### src/rtl/dmux8way16_buf_pkg.sv
// Shared constants for the 8-way 16-bit distributor and its selector counterpart.
// Holds lane count, select/count widths, lane index constants and a popcount helper.
package dmux8way16_buf_pkg;

    localparam int unsigned LANES = 8;
    localparam int unsigned SEL_W = 3;
    localparam int unsigned CNT_W = 4;

    // Lane indices, shared with the read-side selector
    localparam int unsigned LANE_A = 0;
    localparam int unsigned LANE_B = 1;
    localparam int unsigned LANE_C = 2;
    localparam int unsigned LANE_D = 3;
    localparam int unsigned LANE_E = 4;
    localparam int unsigned LANE_F = 5;
    localparam int unsigned LANE_G = 6;
    localparam int unsigned LANE_H = 7;

    typedef logic [LANES-1:0] lane_mask_t;
    typedef logic [SEL_W-1:0] lane_sel_t;
    typedef logic [CNT_W-1:0] lane_cnt_t;

    // Number of set bits in a lane mask
    function automatic lane_cnt_t popcount(input lane_mask_t v);
        lane_cnt_t n;
        n = '0;
        for (int i = 0; i < int'(LANES); i++) begin
            n = n + CNT_W'(v[i]);
        end
        return n;
    endfunction

endpackage

### src/rtl/dmux8way16_buf_lane.sv
// Single output lane: WIDTH-bit holding register plus a valid flag.
// Ports:
//   clk, rst_n  - clock, async active-low reset
//   wr_en       - load wr_data and set valid
//   wr_data     - word to load
//   ack         - consumer takes the word; clears valid unless reloaded this cycle
//   data        - held word (kept after ack)
//   valid       - lane holds an unacknowledged word
module dmux8way16_buf_lane #(
    parameter int unsigned WIDTH = 16
) (
    input  logic             clk,
    input  logic             rst_n,
    input  logic             wr_en,
    input  logic [WIDTH-1:0] wr_data,
    input  logic             ack,
    output logic [WIDTH-1:0] data,
    output logic             valid
);

    // Data register only changes on a write, so it retains its value past an ack
    always_ff @(posedge clk or negedge rst_n) begin
        if (!rst_n) begin
            data <= '0;
        end else if (wr_en) begin
            data <= wr_data;
        end
    end

    // Write wins over ack so a same-cycle ack+write keeps the lane occupied
    always_ff @(posedge clk or negedge rst_n) begin
        if (!rst_n) begin
            valid <= 1'b0;
        end else if (wr_en) begin
            valid <= 1'b1;
        end else if (ack) begin
            valid <= 1'b0;
        end
    end

endmodule

### src/rtl/dmux8way16_buf.sv
// Distributes one WIDTH-bit producer stream across eight registered lanes (a..h).
// Lane chosen by in_sel or by an internal round-robin pointer (auto_sel=1).
// Ports:
//   clk, rst_n     - clock, async active-low reset
//   in, in_valid   - producer word and its valid
//   in_sel         - explicit lane select (0=a .. 7=h)
//   auto_sel       - 1: use next_sel pointer, 0: use in_sel
//   in_ready       - combinational: selected lane is free or being acked
//   a..h           - lane data registers
//   lane_valid     - per-lane occupancy (bit0=a .. bit7=h)
//   lane_ack       - per-lane consumer acknowledge
//   next_sel       - round-robin pointer
//   count          - number of occupied lanes
//   full, empty    - count == 8 / count == 0
module dmux8way16_buf
    import dmux8way16_buf_pkg::*;
#(
    parameter int unsigned WIDTH = 16
) (
    input  logic             clk,
    input  logic             rst_n,
    input  logic [WIDTH-1:0] in,
    input  logic [2:0]       in_sel,
    input  logic             auto_sel,
    input  logic             in_valid,
    output logic             in_ready,
    output logic [WIDTH-1:0] a,
    output logic [WIDTH-1:0] b,
    output logic [WIDTH-1:0] c,
    output logic [WIDTH-1:0] d,
    output logic [WIDTH-1:0] e,
    output logic [WIDTH-1:0] f,
    output logic [WIDTH-1:0] g,
    output logic [WIDTH-1:0] h,
    output logic [7:0]       lane_valid,
    input  logic [7:0]       lane_ack,
    output logic [2:0]       next_sel,
    output logic [3:0]       count,
    output logic             full,
    output logic             empty
);

    lane_sel_t  esel;
    logic       accept;
    lane_mask_t wr_en;
    lane_mask_t valid_nxt;
    lane_cnt_t  count_nxt;
    logic [WIDTH-1:0] lane_data [LANES];

    // Effective select, ready and per-lane write enables
    always_comb begin
        esel     = auto_sel ? next_sel : in_sel;
        in_ready = ~lane_valid[esel] | lane_ack[esel];
        accept   = in_valid & in_ready;
        wr_en    = '0;
        if (accept) begin
            wr_en[esel] = 1'b1;
        end
    end

    // Occupancy after this edge; ack on an empty lane drops out via the AND
    always_comb begin
        valid_nxt = (lane_valid & ~lane_ack) | wr_en;
        count_nxt = popcount(valid_nxt);
    end

    // Lane storage
    for (genvar i = 0; i < int'(LANES); i++) begin : g_lane
        dmux8way16_buf_lane #(
            .WIDTH (WIDTH)
        ) u_lane (
            .clk     (clk),
            .rst_n   (rst_n),
            .wr_en   (wr_en[i]),
            .wr_data (in),
            .ack     (lane_ack[i]),
            .data    (lane_data[i]),
            .valid   (lane_valid[i])
        );
    end

    assign a = lane_data[LANE_A];
    assign b = lane_data[LANE_B];
    assign c = lane_data[LANE_C];
    assign d = lane_data[LANE_D];
    assign e = lane_data[LANE_E];
    assign f = lane_data[LANE_F];
    assign g = lane_data[LANE_G];
    assign h = lane_data[LANE_H];

    // Round-robin pointer: advances only on auto-mode accepts, wraps naturally at 3 bits
    always_ff @(posedge clk or negedge rst_n) begin
        if (!rst_n) begin
            next_sel <= '0;
        end else if (accept && auto_sel) begin
            next_sel <= next_sel + SEL_W'(1);
        end
    end

    // Occupancy count and flags, registered alongside the lane valids
    always_ff @(posedge clk or negedge rst_n) begin
        if (!rst_n) begin
            count <= '0;
            full  <= 1'b0;
            empty <= 1'b1;
        end else begin
            count <= count_nxt;
            full  <= (count_nxt == CNT_W'(LANES));
            empty <= (count_nxt == '0);
        end
    end

endmodule
### config.mk
export PLATFORM = sky130hd
export DESIGN_NAME = dmux8way16_buf
export DESIGN_NICKNAME = d
export VERILOG_FILES = /design/src/rtl/dmux8way16_buf_pkg.sv /design/src/rtl/dmux8way16_buf_lane.sv /design/src/rtl/dmux8way16_buf.sv
export SDC_FILE = /design/constraint.sdc
export NUM_CORES = 1
export LEC_CHECK = 0
export ABC_AREA = 1
export CAP_MARGIN = 20
export CORE_ASPECT_RATIO = 1.25
export CORE_UTILIZATION = 49
export DETAILED_ROUTE_END_ITERATION = 10
export GPL_ROUTABILITY_DRIVEN = 0
export PLACE_DENSITY = 0.8
export SLEW_MARGIN = 40
export SYNTH_ARGS = -nofsm -noshare
export SYNTH_HDL_FRONTEND = slang
export SYNTH_SLANG_ARGS = --single-unit
export TNS_END_PERCENT = 5
### constraint.sdc
create_clock -name clk -period 5.7 [get_ports clk]
set_input_delay 1.14 -clock clk [delete_from_list [all_inputs] [get_ports clk]]
set_output_delay 1.14 -clock clk [all_outputs]
set_load 0.005 [all_outputs]
# Word level (Yosys, flattened, before mapping)
# Cells that the tools add are included.
[totals]
output_inout_bits = 146
reg_bits = 145
input_bits = 31
[op_classes]
n_eq_ne = 1
n_bitwise = 6
n_reduce_logical = 11
magnitude_cmp = 2
mux = 24
addsub = 8
[ops]
columns = ["op", "n"]
rows = [
  ["1-bit 2-to-1 mux", 19],
  ["4-bit by 1-bit adder with 4-bit output", 4],
  ["2-bit nonzero test", 8],
  ["8-bit AND", 1],
  ["8-bit 2-to-1 mux", 1],
  ["8-bit inverter", 1],
  ["8-bit bitwise OR", 1],
  ["1-bit binary-select mux with 3-bit select", 2],
  ["3-bit by 1-bit adder with 4-bit output", 1],
  ["4-bit equality test, second input constant", 1],
  ["4-bit logical NOT", 1],
  ["3-bit by 4-bit < comparator with 1-bit output, second input constant", 1],
  ["2-bit by 1-bit adder with 3-bit output", 1],
  ["3-bit by 1-bit adder with 3-bit output, second input constant", 1],
  ["1-bit demux with 3-bit select", 1],
  ["3-bit by 1-bit >= comparator with 1-bit output, second input constant", 1],
  ["3-bit 2-to-1 mux", 1],
  ["1-bit by 1-bit adder with 2-bit output", 1],
  ["1-bit logical AND", 2],
  ["1-bit AND", 1],
  ["1-bit inverter", 1],
  ["1-bit bitwise OR", 1],
]

# Depth between registers and ports, before layout
# Gate-level depths: netlist of run 1.
[depth]
word_depth = 16
ltp_mapped = 25
ltp_nobuf = 23

# Cells and area by module
# From an unflattened synthesis of run 1, not the netlist that was laid out.
[unflattened]
cells_unflattened = 750
area_unflattened_um2 = 6501.2
[by_module_without_submodules]
columns = ["mod", "instances", "seq_area_each_um2", "cells_per_inst", "area_each_um2"]
rows = [
  ["dmux8way16_buf_lane", 8, 425.4, 72, 675.6],
  ["dmux8way16_buf", 1, 226.5, 174, 1096.1],
]

# Worst setup path before layout of run 1
# Ideal clock, no wire load.
[synth_path]
kind = "input port to flip-flop"
start = "input auto_sel"
end = "register empty"
n_path_buf = 3
arrival_ns = 5.079
path_stages = 25
setup_ns = 0.068
path_slack_ns = 0.554
path_cell_list = "buf_6 > inv_6 > nand2_4 > nand2_2 > buf_6 > inv_2 > nand3_1 > nand2_1 > nand2_1 > nand2_1 > nand3_4 > buf_12 > nand3_4 > nand2_1 > inv_1 > fa_1 > fa_1 > inv_1 > fa_1 > ha_1 > inv_1 > fa_1 > inv_1 > or3_1 > nor2_1"
[synth_via]
elab_chain_cells = 16
[synth_lines]
columns = ["element", "line_no", "text"]
rows = [
  ["from (decl)", "dmux8way16_buf.sv:24", "input logic auto_sel,"],
  ["3-bit 2-to-1 mux (*)", "dmux8way16_buf.sv:52", "esel = auto_sel ? next_sel : in_sel;"],
  ["branches (longest 5 deep; another with 3-bit by 4-bit < comparator with 1-bit output)", "n/a", ""],
  ["8-bit 2-to-1 mux (*)", "dmux8way16_buf.sv:56", "if (accept) begin"],
  ["8-bit bitwise OR (*)", "dmux8way16_buf.sv:63", "valid_nxt = (lane_valid & ~lane_ack) | wr_en;"],
  ["1-bit by 1-bit adder with 2-bit output", "dmux8way16_buf_pkg.sv:28", "n = n + CNT_W'(v[i]);"],
  ["2-bit by 1-bit adder with 3-bit output", "dmux8way16_buf_pkg.sv:28", ""],
  ["3-bit by 1-bit adder with 4-bit output", "dmux8way16_buf_pkg.sv:28", ""],
  ["4-bit by 1-bit adder with 4-bit output (3 in a row)", "dmux8way16_buf_pkg.sv:28", ""],
  ["4-bit by 1-bit adder with 4-bit output (*)", "dmux8way16_buf_pkg.sv:28", ""],
  ["via count_nxt[1]", "dmux8way16_buf.sv:47", "lane_cnt_t count_nxt;"],
  ["4-bit logical NOT (*)", "dmux8way16_buf.sv:109", "empty <= (count_nxt == '0);"],
  ["to (signal assigned)", "dmux8way16_buf.sv:109", ""],
  ["to (decl)", "dmux8way16_buf.sv:40", "output logic empty"],
]
# Mark *: on every way through the listed nets, which the timed path passes. The select of a mux whose other input is x is not followed.
# A chain may end at the register's enable or synchronous reset.

# Final worst setup path of run 1
# Same ends and word-level chain as after synthesis.

==> results of run 1 <==
cells by family (layout without fill, tap and decap cells):
group / count (synthesis) / after routing / synth area share, %
simple gates: 480 / 480 / 35.37
flops: 145 / 145 / 53.69
buf+inv: 103 / 263 / 8.310
fa+ha+maj: 8 / 8 / 1.925
compound gates: 6 / 6 / 0.4442
xor+xnor: 2 / 2 / 0.2592
cell usage in the layout (no fill, tap or decap):
cell type        count
buf_16               1
nand3_2              4
xnor2_1              1
clkinvlp_4           2
dfstp_2              1
clkinv_4             3
nand2_1            270
or2_2                1
inv_6                1
nor2_4               1
buf_4               25
dfrtp_1            144
clkbuf_16           17
nand2_2             35
xor2_1               1
bufinv_16            1
clkdlybuf4s50_1    174
nand4_1            135
nand2_4              3
o21ai_0              6
buf_8                1
clkbuf_1             4
nor2_1               5
nor2_2               8
nand3_4              5
clkbuf_8             2
ha_1                 4
fa_1                 4
nand3_1             12
inv_1               28
clkinv_2             3
inv_2                1
or3_1                1
sequential cells by signal, summed over array words and instances, names as in the netlist:
name	flops
next_sel	3
g_lane.u_lane.data	128
empty	1
count	4
g_lane.u_lane.valid	8
full	1
layer usage:
metal  vias up  track usage, %  part of all wire, %
li1       2756               -                    -
met5         -               0                    0
met4         0           11.11                  2.9
met2       297           45.20                   49
met1      2938           40.41                   41
met3        38           6.605                  7.9
where the power goes:
group          internal [W]  switching (W)  total, W
logic               0.00113       0.000895   0.00202
clock network      0.000623       0.000419   0.00104
registers           0.00151       0.000333   0.00185
final timing paths:
check                                               from                         to  slack, ns
worst min-delay path            g_lane[4].u_lane.data[3]   g_lane[4].u_lane.data[3]       0.47
min in group asynchronous                          rst_n   g_lane[5].u_lane.data[3]       0.58
worst max-delay path                            auto_sel                      empty       0.27
worst max register to register               next_sel[1]                      empty       1.28
worst min register to register  g_lane[4].u_lane.data[3]   g_lane[4].u_lane.data[3]       0.47
max in group asynchronous                          rst_n  g_lane[5].u_lane.data[10]       3.92
worst register-to-register path: cells and delay by family (launching register included):
| kind | cells | cell delay (ns) |
|---|---|---|
| DFF | 1 | 0.42 |
| buffers and inverters | 4 | 0.23 |
| adders and majority gates | 5 | 2.22 |
| and+or+nand+nor | 11 | 1.50 |
per-stage QoR:
stage	total power (W)	setup TNS, ns
6_report	0.004913	0
5_1_grt	0.005201	0
4_1_cts	0.004930	0
3_5_place_dp	0.003871	-0.2492
3_3_place_gp	0.003826	-0.03040
2_1_floorplan	0.002629	0
cell type report:
type,count,area (um2),area share (%)
sequential,145,3630,40.08
multi-input combinational,496,2569,28.36
timing repair buffer,201,1972,21.77
clock buffer,23,467.9,5.167
tap,171,214.0,2.363
inverter,30,117.6,1.299
clock inverter,9,86.33,0.9533
==> qor.csv, run 1 <==
metric,value,unit
WHS,0.4687,ns
# setup viols final,0,
"Hold Violations, Final",0,
CP bufs+invs,6,
hold path depth,2,
most area-hungry cell type in the Yosys netlist,dfrtp_1,
"FFs w/ async S/R, synth",100.0,%
boundary pin count,177,
CTS tree,done,
Nets,930,
Worst-path clk slew,0.06,ns
final worst setup slack,0.2742,ns
chip width,107.1,um
# placed instances,1042,
top achievable clock speed,184.3,MHz
Site Rows,47,
Worst slew margin,49.96,%
Syn Inst Count,744,
Initial Util,50.64,%
Max Cap Viol,0,
Routed Antenna Nets,0,
mean routed wirelength per cell,18.88,um
Synth top cells by count,"270 x nand2_1, 144 x dfrtp_1, 135 x nand4_1, 35 x nand2_2, 28 x inv_1",
worst vdd ir,0.2440,mV
Worst path slowest cell,clkdlybuf4s50_1,
drt pass-1 iters,5,
fill cell count,1060,
PortBufs,176,
post-route clock period utilization,95.19,%
clk_skew,0.01167,ns
ys flop type,dfrtp_1,
"Avg Cell Area, Syn",9.086,um2
status,"finished, final reports clean",
Post-CTS Setup Bufs,0,
slowest cell delay on critical path,0.66,ns
post-synthesis sequential area ratio,53.69,%
WP data required,6.05,ns
total CTS buffers,17,
synthesis-to-finish area growth,33.96,%
Mapped Nets,783,
share of cells above drive strength 1,12.72,%
Synth Register Bits,145,
nature of the critical path endpoint,flip-flop,
RSZ-0062 raised after global routing,no,
Clock Path Buffers,2,
worst slew pin tran,0.7506,ns
peak fanout along the critical path,11,
total track usage,29.30,%
crit path DAT,5.77,ns
worst hold-check path type,flip-flop to flip-flop,
first-pass GRT wire length,31630,um
Non-Filler Instances,1075,
number of global-route vias before repair,5624,
Root Buffer,clkbuf_16,
Reg2Reg Depth,20,
kind of critical path,input pin to flip-flop,
yosys warns,0,
dominant cells by area after synthesis,"dfrtp_1 53%, nand2_1 15%, nand4_1 12%",
Synth cell types,30,
post-layout util,67.84,%
DR iter-0 viols,508,
via count,6029,
drt total wl,20300,um
initial antenna violation count,0,
die area,0.01427,mm2
Ant. Diodes,0,
Yosys top cell area share,53.30,%
Max Transition Viols Final,0,
CP startpoint kind,input pin,
Die H,133.3,um
Pwr Density,542.5,mW/mm2
core area,0.01335,mm2
crit-path cells,clkdlybuf4s50_1 > inv_6 > nand2_4 > nand2_2 > nor2_1 > nand3_1 > nand2_1 > nor2_2 > nand3_4 > nand3_4 > nand2_1 > inv_1 > fa_1 > fa_1 > inv_1 > fa_1 > ha_1 > inv_1 > fa_1 > inv_1 > or3_1 > nor2_1,
vias per cell,5.608,
Sink Count,145,
Crit. path cell count,22,
P_leak,4.415,nW
largest net degree at the start of global routing,108,
DRC viols,0,
worst slack at placement,-0.1261,ns
# hold bufs at CTS,0,
Post-DP Area,0.008474,mm2
Resized Gates After CTS,0,
Final min period,5.426,ns
Netlist Area Pre-Place,0.006760,mm2
Post-synth EDFFs,0,
global route total overflow,0,
"Design Area, Final",0.009056,mm2
most common cell in the netlist,nand2_1,
DPL Wire Length,13120,um
"delay-heaviest family, CP",adder cells,
worst skew pair latency,0.42,ns
H-tree Lvls,4,
Note: power is estimated with default switching activity, not from simulation.
==> run 2, diff against run 1 <==
Settings changed: CORE_UTILIZATION 49 to 51, CTS_BUF_LIST set to sky130_fd_sc_hd__clkbuf_2 sky130_fd_sc_hd__clkbuf_4 sky130_fd_sc_hd__clkbuf_8, GPL_ROUTABILITY_DRIVEN 0 to not set, PLACE_DENSITY 0.8 to 0.83.
==> qor.csv, run 2 (synthesis gave the netlist of run 1 again) <==
metric,value,unit,change
status,"finished, final reports clean",,
most frequent cells in the layout,"270 x nand2_1, 174 x clkdlybuf4s50_1, 144 x dfrtp_1, 135 x nand4_1, 35 x nand2_2",,
nature of the critical path endpoint,flip-flop,,
net switching fraction of the power,33.31,%,-0.22 points
worst slew pin tran,0.7645,ns,+0.01397 ns
Site Rows,46,,-2.1%
Initial Util,52.67,%,+2.0 points
worst slack at placement,-0.1372,ns,-0.01119 ns
switching power,0.001612,W,-2.1%
DRC viols,0,,unchanged
# setup viols final,0,,unchanged
CP startpoint kind,input pin,,
RSZ-0062 raised after global routing,no,,
worst hold-check path type,flip-flop to flip-flop,,
Nets,933,,+0.32%
vias per cell,5.606,,about the same
H-tree Lvls,4,,unchanged
worst vdd ir,0.2477,mV,+1.5%
core area,0.01283,mm2,-3.9%
boundary pin count,177,,unchanged
mean routed wirelength per cell,18.80,um,-0.45%
final worst setup slack,0.2912,ns,+0.01702 ns
max FFs per register,128,,unchanged
Root Buffer,clkbuf_8,,
worst skew pair latency,0.44,ns,+0.02 ns
synthesis-to-finish area growth,32.85,%,
"commonest non-fill, non-tap cell in the layout",nand2_1,,
crit path DAT,5.79,ns,+0.02 ns
Routed Antenna Nets,0,,unchanged
largest registers,"g_lane.u_lane.data x128, g_lane.u_lane.valid x8, count x4",,
DPL Wire Length,13280,um,+1.2%
initial antenna violation count,0,,unchanged
combinational power share,42.1,%,+0.9 points
via count,6026,,-0.050%
Post-CTS Setup Bufs,0,,unchanged
crit-path most repeated cell,nand2_1,,
clk_skew,0.01002,ns,-0.001648 ns
slowest cell delay on critical path,0.59,ns,-0.07 ns
Resized Gates After CTS,0,,unchanged
kind of critical path,input pin to flip-flop,,
global route total overflow,0,,unchanged
WP data required,6.08,ns,+0.03 ns
Clock Path Buffers,2,,unchanged
largest net degree at the start of global routing,104,,-3.7%
gpl congestion,0.9390,,
Final min period,5.409,ns,-0.01702 ns
first-pass GRT wire length,31390,um,-0.76%
top achievable clock speed,184.9,MHz,+0.31%
Seq pwr share,38.0,%,+0.4 points
register area,0.003630,mm2,unchanged
number of global-route vias before repair,5620,,-0.071%
post-layout util,69.97,%,+2.1 points
CTS tree,done,,
Worst slew margin,49.03,%,-0.93 points
total CTS buffers,17,,unchanged
Internal Power,0.003227,W,-1.2%
die area,0.01372,mm2,-3.9%
drt pass-1 iters,5,,unchanged
Max Cap Viol,0,,unchanged
Pwr Density,538.8,mW/mm2,-0.68%
Worst path slowest cell,clkdlybuf4s50_1,,
PortBufs,176,,unchanged
Sink Count,145,,unchanged
Die H,130.7,um,-2.0%
post-route clock period utilization,94.89,%,-0.30 points
Clk pwr share,19.9,%,-1.3 points
# hold bufs at CTS,0,,unchanged
most flop-heavy register,g_lane.u_lane.data,,
share of cells above drive strength 1,13.45,%,+0.73 points
area taken by multi-input logic gates,0.002569,mm2,unchanged
crit-path cells,clkdlybuf4s50_1 > buf_4 > nand2_2 > nand2_4 > nand2_1 > nand2_1 > nand2_1 > nand2_1 > nand2_1 > nand2_1 > nand3_4 > nand3_4 > nand2_1 > inv_1 > fa_1 > fa_1 > inv_1 > fa_1 > ha_1 > inv_1 > fa_1 > inv_1 > or3_1 > nor2_1,,
DR iter-0 viols,551,,+8.5%
chip width,105.0,um,-1.9%
peak fanout along the critical path,8,,-3
P_leak,4.396,nW,-0.42%
"Hold Violations, Final",0,,unchanged
total track usage,30.46,%,+1.2 points
Max Transition Viols Final,0,,unchanged
fill cell count,1000,,-5.7%
Worst-path clk slew,0.07,ns,about the same
drt total wl,20210,um,-0.45%
Ant. Diodes,0,,unchanged
-- run 2: cell types whose count changed in the layout (fill, tap and decap cells not counted), sizes merged --
cell / before / now
bufinv: 1 / 5
buf: 27 / 30
clkinv: 6 / 3
clkinvlp: 2 / 1
-- run 2: path summary, 6_finish.rpt --
check                                          from                       end  slack, ns  cells after the start
max in group asynchronous                     rst_n  g_lane[7].u_lane.data[3]       3.87                      2
max                                        auto_sel                     empty       0.29                     24
max reg2reg                             next_sel[1]                     empty       1.24                     20
min in group asynchronous                     rst_n  g_lane[0].u_lane.data[6]       0.72                      1
min                        g_lane[4].u_lane.data[6]  g_lane[4].u_lane.data[6]       0.47                      2
min reg2reg                g_lane[4].u_lane.data[6]  g_lane[4].u_lane.data[6]       0.47                      2
-- run 2: routing by layer --
layer	GRT usage, %	routed length (um)	up-vias
met5	0	0	-
met4	14.42	674	0
met3	7.341	1716	47
met2	47.25	9578	335
met1	40.82	8239	2878
li1	-	-	2766
-- run 2: power groups by stage --
stage / clock (W) / combinational [W] / sequential (W)
finish: 0.000963 / 0.00204 / 0.00184
global route: 0.00102 / 0.00224 / 0.00189
CTS: 0.000974 / 0.00205 / 0.00183
detailed placement: 0 / 0.00204 / 0.00184
global placement: 0 / 0.00199 / 0.00184
floorplan: 0 / 0.000797 / 0.00183
-- run 2: cell type report --
type                            count  area share [%]
Clock buffer                       23           3.385
Clock inverter                      9           1.964
Inverter                           30           1.310
Multi-Input combinational cell    496           28.60
Sequential cell                   145           40.42
Tap cell                          168           2.340
Timing Repair Buffer              204           21.98
-- run 2: per-stage QoR --
stage / hold slack [ns] / instances / power, W / TNS, ns / instance area, um2
after global routing: 0.4939 / 1075 / 0.005138 / 0 / 8981
final: 0.4711 / 1075 / 0.004839 / 0 / 8981
after global placement: 0.4532 / 1043 / 0.003835 / -0.009088 / 8497
after detailed placement: 0.4576 / 1043 / 0.003880 / -0.2557 / 8501
after CTS: 0.4760 / 1075 / 0.004861 / 0 / 8981
after floorplan: 0.4650 / 744 / 0.002629 / 0 / 6760
-- run 2: worst max-delay path: cells and delay by family --
kind                     cells  cell delay, ns
AND/OR/NAND/NOR             13            1.40
adder cells (fa/ha/maj)      5            2.21
buffers and inverters        6            1.04
==> run 3, diff against run 2 <==
Settings changed: MAX_ROUTING_LAYER set to met4, SLEW_MARGIN 40 to not set.
==> qor.csv, run 3 (synthesis gave the netlist of run 1 again) <==
metric,value,unit,change
RSZ-0062 raised after global routing,no,,
vias per cell,5.638,,+0.59%
Nets,932,,-0.11%
CP bufs+invs,6,,unchanged
"delay-heaviest family, CP",adder cells,,
"commonest non-fill, non-tap cell in the layout",nand2_1,,
largest registers,"g_lane.u_lane.data x128, g_lane.u_lane.valid x8, count x4",,
hold_sp,g_lane[5].u_lane.data[14],,
top achievable clock speed,187.3,MHz,+1.3%
DPL Wire Length,13140,um,-1.1%
Crit. path cell count,24,,unchanged
Reg2Reg Depth,20,,unchanged
PortBufs,176,,unchanged
crit-path most repeated cell,nand2_1,,
crit path DAT,5.71,ns,-0.08 ns
drt total wl,20090,um,-0.60%
Post-CTS Setup Bufs,0,,unchanged
fill cell count,1057,,+5.7%
Final min period,5.339,ns,-0.07012 ns
WP data required,6.07,ns,about the same
register area,0.003630,mm2,unchanged
final worst setup slack,0.3613,ns,+0.07012 ns
status,"finished, final reports clean",,
total CTS buffers,17,,unchanged
crit-path cells,clkdlybuf4s50_1 > buf_4 > nand2_2 > nand2_4 > nand2_1 > nand2_1 > nand2_1 > nand2_1 > nand2_1 > nand2_1 > nand3_4 > nand3_4 > nand2_1 > inv_1 > fa_1 > fa_1 > inv_1 > fa_1 > ha_1 > inv_1 > fa_1 > inv_1 > or3_1 > nor2_1,,
most frequent cells in the layout,"270 x nand2_1, 174 x clkdlybuf4s50_1, 144 x dfrtp_1, 135 x nand4_1, 35 x nand2_2",,
number of global-route vias before repair,5634,,+0.25%
mean routed wirelength per cell,18.72,um,-0.42%
share of cells above drive strength 1,13.26,%,-0.19 points
core area,0.01283,mm2,unchanged
Pwr Density,525.1,mW/mm2,-2.5%
worst vdd ir,0.2522,mV,+1.8%
Ant. Diodes,0,,unchanged
worst hold-check path type,flip-flop to flip-flop,,
Worst-path clk slew,0.08,ns,about the same
Worst path slowest cell,clkdlybuf4s50_1,,
nature of the critical path endpoint,flip-flop,,
Sink Count,145,,unchanged
r2r endpoint,empty,,
Clock Path Buffers,2,,unchanged
H-tree Lvls,4,,unchanged
DRC viols,0,,unchanged
# setup viols final,0,,unchanged
hold path depth,2,,unchanged
worst skew pair latency,0.44,ns,about the same
max FFs per register,128,,unchanged
global route total overflow,0,,unchanged
Root Buffer,clkbuf_8,,
Initial Util,52.67,%,unchanged
gpl congestion,0.9451,,+0.65%
# hold bufs at CTS,0,,unchanged
WHS Endpoint,g_lane[5].u_lane.data[14],,
chip width,105.0,um,unchanged
Setup TNS,0,ns,unchanged
Worst slew margin,31.87,%,-17 points
via count,6050,,+0.40%
boundary pin count,177,,unchanged
post-layout util,69.16,%,-0.82 points
clk_skew,0.01455,ns,+0.004525 ns
worst slew pin tran,1.022,ns,+0.2574 ns
slowest cell delay on critical path,0.58,ns,about the same
kind of critical path,input pin to flip-flop,,
Routed Antenna Nets,0,,unchanged
initial antenna violation count,0,,unchanged
total track usage,31.18,%,+0.72 points
post-route clock period utilization,93.66,%,-1.2 points
synthesis-to-finish area growth,31.30,%,
DR iter-0 viols,453,,-18%
most flop-heavy register,g_lane.u_lane.data,,
Design Power,0.004661,W,-3.7%
die area,0.01372,mm2,unchanged
Die H,130.7,um,unchanged
CTS tree,done,,
Max Cap Viol,0,,unchanged
Resized Gates After CTS,0,,unchanged
drt pass-1 iters,5,,unchanged
CP startpoint kind,input pin,,
r2r startpoint,next_sel[1],,
Max Transition Viols Final,0,,unchanged
Site Rows,46,,unchanged
worst reg2reg setup slack,1.28,ns,+0.04 ns
peak fanout along the critical path,8,,unchanged
first-pass GRT wire length,31100,um,-0.92%
P_leak,4.330,nW,-1.5%
"Hold Violations, Final",0,,unchanged
area taken by multi-input logic gates,0.002569,mm2,unchanged
largest net degree at the start of global routing,104,,unchanged
worst slack at placement,-0.09194,ns,+0.04531 ns
## run 3: report_power, final
| group | total, W | internal (W) | switching (W) | leakage (nW) |
|---|---|---|---|---|
| Sequential | 0.00184 | 0.00151 | 0.000331 | 1.82 |
| Clock | 0.000793 | 0.000397 | 0.000395 | 0.183 |
| Combinational | 0.00203 | 0.00114 | 0.000891 | 2.32 |
| Total | 0.00466 | 0.00304 | 0.00162 | 4.33 |
## run 3: worst max-delay path by stage
stage,startpoint,end,slack (ns)
after global routing,auto_sel,empty,0.11
after CTS,auto_sel,empty,0.36
final,auto_sel,empty,0.36
after detailed placement,auto_sel,empty,-0.09
after global placement,auto_sel,empty,-0.008
after floorplan,auto_sel,empty,0.55
## run 3: area by class of cell
cell class	count	area share [%]
Clock buffer	18	2.791
Clock inverter	13	1.565
Inverter	30	1.325
Multi-Input combinational cell	496	28.94
Sequential cell	145	40.89
Tap cell	168	2.368
Timing Repair Buffer	203	22.12
## run 3: worst register-to-register path, cell delays in order, from the launching register on
cell and delay, ns:
dfrtp_1 0.43, nand2_1 0.10, nand2_2 0.12, nor2_1 0.23, nand3_1 0.10, nand2_1 0.08, nor2_2 0.05, nand3_4 0.14
nand3_4 0.08, nand2_1 0.10, inv_1 0.06, fa_1 0.51, fa_1 0.55, inv_1 0.06, fa_1 0.54, ha_1 0.17
inv_1 0.05, fa_1 0.47, inv_1 0.04, or3_1 0.36, nor2_1 0.10
## run 3: layer usage
metal | wire length (um) | track usage [%]
met5 | 0 | -
met4 | 462 | 12.10
met3 | 1596 | 5.655
met2 | 9793 | 47.72
met1 | 8235 | 41.74
## run 3: stage by stage
| step | std cells | cell area (um2) | hold WS [ns] |
|---|---|---|---|
| 3_5_place_dp | 1042 | 8489 | 0.4574 |
| 3_3_place_gp | 1042 | 8489 | 0.4529 |
| 4_1_cts | 1073 | 8876 | 0.4762 |
| 2_1_floorplan | 744 | 6760 | 0.4650 |
| 6_report | 1073 | 8876 | 0.4713 |
| 5_1_grt | 1073 | 8876 | 0.4963 |
